==> src/rtl/pcs_link_bringup_ctrl.sv <==
// pcs_link_bringup_ctrl
// Sequences the PCS TX and RX chain enables for the 100GbE loopback.
// Bring-up order: TX chain, RX block sync, alignment, deskew, rest of the RX datapath.
// Each lock step has a timeout and a bounded retry count. After the link comes up,
// block lock, AM lock and hi-BER are monitored. Any loss sends the block back to relock.
//
// Ports:
//   i_clock           system clock
//   i_reset           synchronous, active-high reset
//   i_start           pulse; starts bring-up from IDLE or FAIL
//   i_stop            level; forces IDLE and clears all enables
//   i_block_lock      per-lane block lock from the RX chain
//   i_am_lock         per-lane alignment-marker lock from the RX chain
//   i_invalid_skew    deskewer invalid-skew flag
//   i_hi_ber          per-lane hi-BER flag
//   o_tx_enables      {valid_gen, frame_gen, encoder, clock_comp, scrambler, pc_1_20, am_insertion}
//   o_rx_enables      {block_sync, aligner, deskewer, lane_reorder, descrambler,
//                      clock_comp, test_pattern_checker, decoder}
//   o_state           current state encoding
//   o_link_up         high in LINK_UP only
//   o_fail            high in FAIL only
//   o_retry_count     retries used in the current bring-up
//   o_linkdown_count  saturating count of LINK_UP exits caused by loss of lock/BER
module pcs_link_bringup_ctrl #(
    parameter int N_LANES         = 20,
    parameter int NB_TIMER        = 16,
    parameter int LOCK_TIMEOUT    = 40000,
    parameter int SETTLE_CYCLES   = 64,
    parameter int MAX_RETRIES     = 3,
    parameter int NB_RETRY        = $clog2(MAX_RETRIES + 1),
    parameter int NB_LINKDOWN_CNT = 16
) (
    input  logic                       i_clock,
    input  logic                       i_reset,
    input  logic                       i_start,
    input  logic                       i_stop,
    input  logic [N_LANES-1:0]         i_block_lock,
    input  logic [N_LANES-1:0]         i_am_lock,
    input  logic                       i_invalid_skew,
    input  logic [N_LANES-1:0]         i_hi_ber,
    output logic [6:0]                 o_tx_enables,
    output logic [7:0]                 o_rx_enables,
    output logic [3:0]                 o_state,
    output logic                       o_link_up,
    output logic                       o_fail,
    output logic [NB_RETRY-1:0]        o_retry_count,
    output logic [NB_LINKDOWN_CNT-1:0] o_linkdown_count
);

    localparam logic [3:0] ST_IDLE      = 4'd0;
    localparam logic [3:0] ST_TX_UP     = 4'd1;
    localparam logic [3:0] ST_RX_SYNC   = 4'd2;
    localparam logic [3:0] ST_RX_ALIGN  = 4'd3;
    localparam logic [3:0] ST_RX_DESKEW = 4'd4;
    localparam logic [3:0] ST_RX_DATA   = 4'd5;
    localparam logic [3:0] ST_LINK_UP   = 4'd6;
    localparam logic [3:0] ST_RETRY     = 4'd7;
    localparam logic [3:0] ST_RELOCK    = 4'd8;
    localparam logic [3:0] ST_FAIL      = 4'd9;

    localparam int NB_STAB = $clog2(SETTLE_CYCLES + 1);

    localparam logic [NB_TIMER-1:0] TIMEOUT_LAST = NB_TIMER'(LOCK_TIMEOUT - 1);
    localparam logic [NB_TIMER-1:0] SETTLE_LAST  = NB_TIMER'(SETTLE_CYCLES - 1);
    localparam logic [NB_STAB-1:0]  STABLE_LAST  = NB_STAB'(SETTLE_CYCLES - 1);
    localparam logic [NB_RETRY-1:0] RETRY_LIMIT  = NB_RETRY'(MAX_RETRIES);

    logic [3:0]                 state_q, state_d;
    logic [NB_TIMER-1:0]        timer_q, timer_d;
    logic [NB_STAB-1:0]         stab_q, stab_d;
    logic [NB_RETRY-1:0]        retry_q, retry_d;
    logic [NB_LINKDOWN_CNT-1:0] linkdown_q, linkdown_d;
    logic [6:0]                 tx_en_q, tx_en_d;
    logic [7:0]                 rx_en_q, rx_en_d;
    logic                       link_up_q, link_up_d;
    logic                       fail_q, fail_d;

    logic all_block;
    logic all_am;
    logic any_hi_ber;
    logic timed_out;
    logic wait_state;

    assign all_block  = &i_block_lock;
    assign all_am     = &i_am_lock;
    assign any_hi_ber = |i_hi_ber;
    assign timed_out  = (timer_q == TIMEOUT_LAST);
    assign wait_state = (state_q == ST_TX_UP) || (state_q == ST_RX_SYNC) ||
                        (state_q == ST_RX_ALIGN) || (state_q == ST_RX_DESKEW);

    always_comb begin
        state_d    = state_q;
        retry_d    = retry_q;
        linkdown_d = linkdown_q;

        if (i_stop) begin
            state_d = ST_IDLE;
        end else if (i_start && ((state_q == ST_IDLE) || (state_q == ST_FAIL))) begin
            state_d = ST_TX_UP;
            retry_d = '0;
        end else begin
            case (state_q)
                ST_TX_UP: begin
                    if (timer_q == SETTLE_LAST) state_d = ST_RX_SYNC;
                end
                // A lock that arrives on the timeout cycle still counts as success.
                ST_RX_SYNC: begin
                    if (all_block)      state_d = ST_RX_ALIGN;
                    else if (timed_out) state_d = ST_RETRY;
                end
                // Block lock must hold while alignment is being acquired.
                ST_RX_ALIGN: begin
                    if (!all_block)     state_d = ST_RETRY;
                    else if (all_am)    state_d = ST_RX_DESKEW;
                    else if (timed_out) state_d = ST_RETRY;
                end
                // The cycle that brings the clean-skew run up to SETTLE_CYCLES completes deskew.
                ST_RX_DESKEW: begin
                    if (!i_invalid_skew && (stab_q == STABLE_LAST)) state_d = ST_RX_DATA;
                    else if (timed_out)                             state_d = ST_RETRY;
                end
                ST_RX_DATA: begin
                    state_d = ST_LINK_UP;
                end
                ST_LINK_UP: begin
                    if (!all_block || !all_am || any_hi_ber) begin
                        state_d = ST_RELOCK;
                        retry_d = '0;
                        if (linkdown_q != '1) linkdown_d = linkdown_q + NB_LINKDOWN_CNT'(1);
                    end
                end
                ST_RETRY: begin
                    if (retry_q == RETRY_LIMIT) begin
                        state_d = ST_FAIL;
                    end else begin
                        state_d = ST_RX_SYNC;
                        retry_d = retry_q + NB_RETRY'(1);
                    end
                end
                ST_RELOCK: begin
                    state_d = ST_RX_SYNC;
                    retry_d = '0;
                end
                ST_IDLE, ST_FAIL: begin
                end
                default: begin
                    state_d = ST_IDLE;
                end
            endcase
        end
    end

    // Both counters restart on every state change. The step timer runs only in the wait states.
    // The stability counter tracks the run of clean-skew cycles during deskew.
    always_comb begin
        timer_d = '0;
        stab_d  = '0;
        if ((state_d == state_q) && wait_state) timer_d = timer_q + NB_TIMER'(1);
        if ((state_q == ST_RX_DESKEW) && (state_d == ST_RX_DESKEW) && !i_invalid_skew)
            stab_d = stab_q + NB_STAB'(1);
    end

    // Outputs are decoded from the next state and then registered.
    // As a result, they change on the same edge as the state.
    always_comb begin
        tx_en_d   = (state_d == ST_IDLE) ? 7'h00 : 7'h7F;
        link_up_d = (state_d == ST_LINK_UP);
        fail_d    = (state_d == ST_FAIL);
        case (state_d)
            ST_RX_SYNC:             rx_en_d = 8'h80;
            ST_RX_ALIGN:            rx_en_d = 8'hC0;
            ST_RX_DESKEW:           rx_en_d = 8'hE0;
            ST_RX_DATA, ST_LINK_UP: rx_en_d = 8'hFF;
            default:                rx_en_d = 8'h00;
        endcase
    end

    always_ff @(posedge i_clock) begin
        if (i_reset) begin
            state_q    <= ST_IDLE;
            timer_q    <= '0;
            stab_q     <= '0;
            retry_q    <= '0;
            linkdown_q <= '0;
            tx_en_q    <= '0;
            rx_en_q    <= '0;
            link_up_q  <= 1'b0;
            fail_q     <= 1'b0;
        end else begin
            state_q    <= state_d;
            timer_q    <= timer_d;
            stab_q     <= stab_d;
            retry_q    <= retry_d;
            linkdown_q <= linkdown_d;
            tx_en_q    <= tx_en_d;
            rx_en_q    <= rx_en_d;
            link_up_q  <= link_up_d;
            fail_q     <= fail_d;
        end
    end

    assign o_state          = state_q;
    assign o_tx_enables     = tx_en_q;
    assign o_rx_enables     = rx_en_q;
    assign o_link_up        = link_up_q;
    assign o_fail           = fail_q;
    assign o_retry_count    = retry_q;
    assign o_linkdown_count = linkdown_q;

endmodule

==> config.mk <==
export PLATFORM = sky130hd
export DESIGN_NAME = pcs_link_bringup_ctrl
export DESIGN_NICKNAME = d
export VERILOG_FILES = /design/src/rtl/pcs_link_bringup_ctrl.sv
export SDC_FILE = /design/constraint.sdc
export NUM_CORES = 1
export LEC_CHECK = 0
export ABC_AREA = 1
export CORE_ASPECT_RATIO = 0.8
export CORE_UTILIZATION = 46
export CTS_CLUSTER_DIAMETER = 150
export DETAILED_ROUTE_END_ITERATION = 10
export PLACE_DENSITY_LB_ADDON = 0.1
export SYNTH_ARGS = -nofsm -noshare
export SYNTH_HDL_FRONTEND = slang
export SYNTH_SLANG_ARGS = --single-unit
export TNS_END_PERCENT = 10
==> constraint.sdc <==
create_clock -name i_clock -period 2.1 [get_ports i_clock]
set_input_delay 0.315 -clock i_clock [delete_from_list [all_inputs] [get_ports i_clock]]
set_output_delay 0.315 -clock i_clock [all_outputs]
set_load 0.005 [all_outputs]
==> results_dict.tcl <==
set metrics [dict create \
    track_usage_pct 21.6 \
    cts_tree "yes" \
    cts_hold_buf 0 \
    avgRoutedWirePerCell_um 12.5 \
    ys_async_sr_fraction_pct 0 \
    final_cell_mix "nand2_1 (91), clkdlybuf4s50_1 (80), inv_1 (53), nor2_1 (47), dfxtp_1 (47)" \
    ys_ff_latch 52 \
    period_needed_ns 2.04 \
    crit_family "simple AND/OR/NAND/NOR gates" \
    final_layout_size_suffix_gt1_share_pct 19.8 \
    via_per_inst 4.93 \
    seq_area_frac_synth_pct 33.5 \
    synth-edff-count 0 \
    first_pass_iters 7 \
    crit_chain "ha_4 > nand3_4 > nor2_4 > nand2_1 > nor2_2 > nand3_2 > nand2_2 > nor2_2 > nand3_2 > nand2_2 > nand2_2 > nand2_2 > nor2_4 > nand2_8 > nor2_1" \
    synth.avg_cell_area_um2 6.85 \
    ys.flop_type "dfxtp_1" \
    crit_slowest_cell "dfxtp_2" \
    drcViolationCount 0 \
    die_y_um 75.6 \
    ff2ff_setup_slack_ns 0.06 \
    fin_hold_ws_ns 0.440 \
    crit_path_frequent_cell "nand2_2" \
    cts-root-buf "clkbuf_8" \
    antenna_found_initial 0 \
    dieArea_um2 7100 \
    overflow 0 \
    boundaryPins 104 \
    path_class "flop to flop" \
    cts_num_sinks 52 \
    ys_warn_count 0 \
    period_share_pct 97.4 \
    power.density_nw_per_um2 390 \
    synth_fp_nets 523 \
    cp.buffers_inverters 0 \
    clk_latency_ns 0.31 \
    final_common_cell "nand2_1" \
    leakage_nw 1.95 \
    start_kind "flop" \
    yosysUniqueCellTypes 38 \
    cts_buffers 5 \
    clock.fmax_mhz 489 \
    hold_path_end "stab_q[0]" \
    r2r_start "stab_q[1]" \
    die_w_um 94.0 \
    ant_nets 0 \
    rsz0062_at_grt "true" \
    cts_htree_levels 2 \
    min_from "stab_q[0]" \
    grt_max_degree 17 \
    grt_pass1_vias 2844 \
    multiInputGateArea_um2 1940 \
    fin_worst_skew_ns 0.0156 \
    timing.setup.tns_ns 0 \
    r2r_end "timer_q[13]" \
    netlist_area_um2 3110 \
    num-fill-cells 517 \
    min_path_type "flop to flop" \
    drtIter0Drc 153 \
    max_slew_margin_pct 60.8 \
    syn_to_final_growth_pct 52.0 \
    ir_drop_v 0.000262 \
    endpoint_kind "flop" \
    synthCells 454 \
    hold_violations 0 \
    core_um2 6470 \
    drv_slew 0 \
    layout.nets 645 \
    clk_path_buf_depth 2 \
    min_path_cells 1 \
    grt_pass1_wl_um 12200 \
    rr_worst_depth 15 \
    n_antenna_cell 0 \
    row_count 26 \
    netlist_top_cells_area "dfxtp_1 (33%), nand2_1 (12%), nor2_1 (8.4%)" \
    worstPathArrival_ns 2.30 \
    gp_congestion 0.918 \
    crit_required_ns 2.36 \
    num_vias 3256 \
    path_clk_slew_ns 0.10 \
    synth_top_area_share_pct 33.5 \
    place_hpwl_um 6090 \
    io_buffers 103 \
    maxCapViolCount 0 \
    synth_top_cell_by_area "dfxtp_1" \
    worst_pin_slew_ns 0.581 \
    drt-total-wl_um 8230 \
    setup_viol 0 \
    initial_utilization_pct 48.1 \
    cpPeakStageDelay_ns 0.36 \
    crit_fanout 8 \
    status "complete, no violations" \
    seq_area_um2 1050 \
]
[worst max path at each step]
stage / from / to / slack, ns / cells after the start
finish: stab_q[1] / timer_q[13] / 0.06 / 15
global route: i_hi_ber[15] / timer_q[13] / -0.08 / 14
CTS: i_block_lock[16] / timer_q[11] / 0.01 / 13
detailed placement: i_block_lock[17] / timer_q[11] / -0.36 / 13
global placement: i_block_lock[16] / timer_q[0] / -0.25 / 13
floorplan: timer_q[0] / timer_q[2] / 0.27 / 15
[synthesized netlist by cell type (3+ instances only)]
cell	number
ha_1	4
inv_2	4
nor2_1	70
nand2_1	100
nand4_1	13
buf_4	11
xnor2_1	4
dfxtp_1	52
nor2_4	11
nor3_1	13
nand3_2	3
nand2_2	4
inv_1	55
a21oi_1	15
nand3_1	29
o21ai_0	10
xor2_1	23
nor4_1	5
[layer usage]
layer	GRT usage (%)	vias up	share of wire, %
li1	-	1682	-
met1	28.1	1430	46
met2	35.9	127	45
met3	4.89	17	7.6
met4	7.35	0	2.0
met5	0	-	0
[worst reg2reg max path: stages (launching register included)]
cell and delay, ns:
dfxtp_2 0.36, ha_4 0.15, nand3_4 0.09, nor2_4 0.13, nand2_1 0.07, nor2_2 0.14, nand3_2 0.11, nand2_2 0.07
nor2_2 0.03, nand3_2 0.08, nand2_2 0.08, nand2_2 0.06, nand2_2 0.07, nor2_4 0.27, nand2_8 0.16, nor2_1 0.12
[kinds of logic after synthesis]
family / Yosys count / synth area share (%)
fa+ha+maj: 4 / 1.61
simple gates: 258 / 39.4
compound gates: 35 / 6.51
flops: 52 / 33.5
buf+inv: 78 / 11.4
xor+xnor: 27 / 7.60
[metrics by stage]
step,total power [mW],setup slack [ns],util [%],instances,cell area (µm²)
global route,1.92,-0.0816,73.1,661,4730
detailed placement,1.24,-0.357,66.2,646,4290
CTS,1.85,0.0103,67.9,654,4390
global placement,1.24,-0.255,66.2,646,4290
finish,1.84,0.0553,73.1,661,4730
floorplan,1.09,0.266,-,454,3110
[repair_timing]
item	CTS	global route
endpoints found under the setup margin	16	30
buffers inserted	0	6
hold endpoints to repair	0	0
gates cloned	0	1
resized for setup	2	87
pin swaps	0	50
[layout make-up]
cell class / count / area share (%)
Clock buffer: 6 / 1.75
Tap cell: 84 / 2.22
Multi-Input combinational cell: 325 / 41.1
Inverter: 62 / 5.03
Clock inverter: 2 / 0.291
Sequential cell: 52 / 22.2
Timing Repair Buffer: 130 / 27.4
[state kept, by name (all words and copies together), names as in the netlist]
signal,count
o_linkdown_count,16
timer_q,16
stab_q,7
o_rx_enables,4
o_state,4
o_retry_count,2
o_fail,1
o_link_up,1
o_tx_enables,1
[report_power, final]
| group | internal, mW | total [mW] | switching, mW | leakage, nW |
|---|---|---|---|---|
| clock | 0.270 | 0.607 | 0.337 | 0.0516 |
| sequential | 0.988 | 0.994 | 0.00627 | 0.422 |
| combinational | 0.150 | 0.242 | 0.0918 | 1.47 |
| total | 1.41 | 1.84 | 0.435 | 1.95 |
No activity file was read; power rests on OpenSTA's default activity.
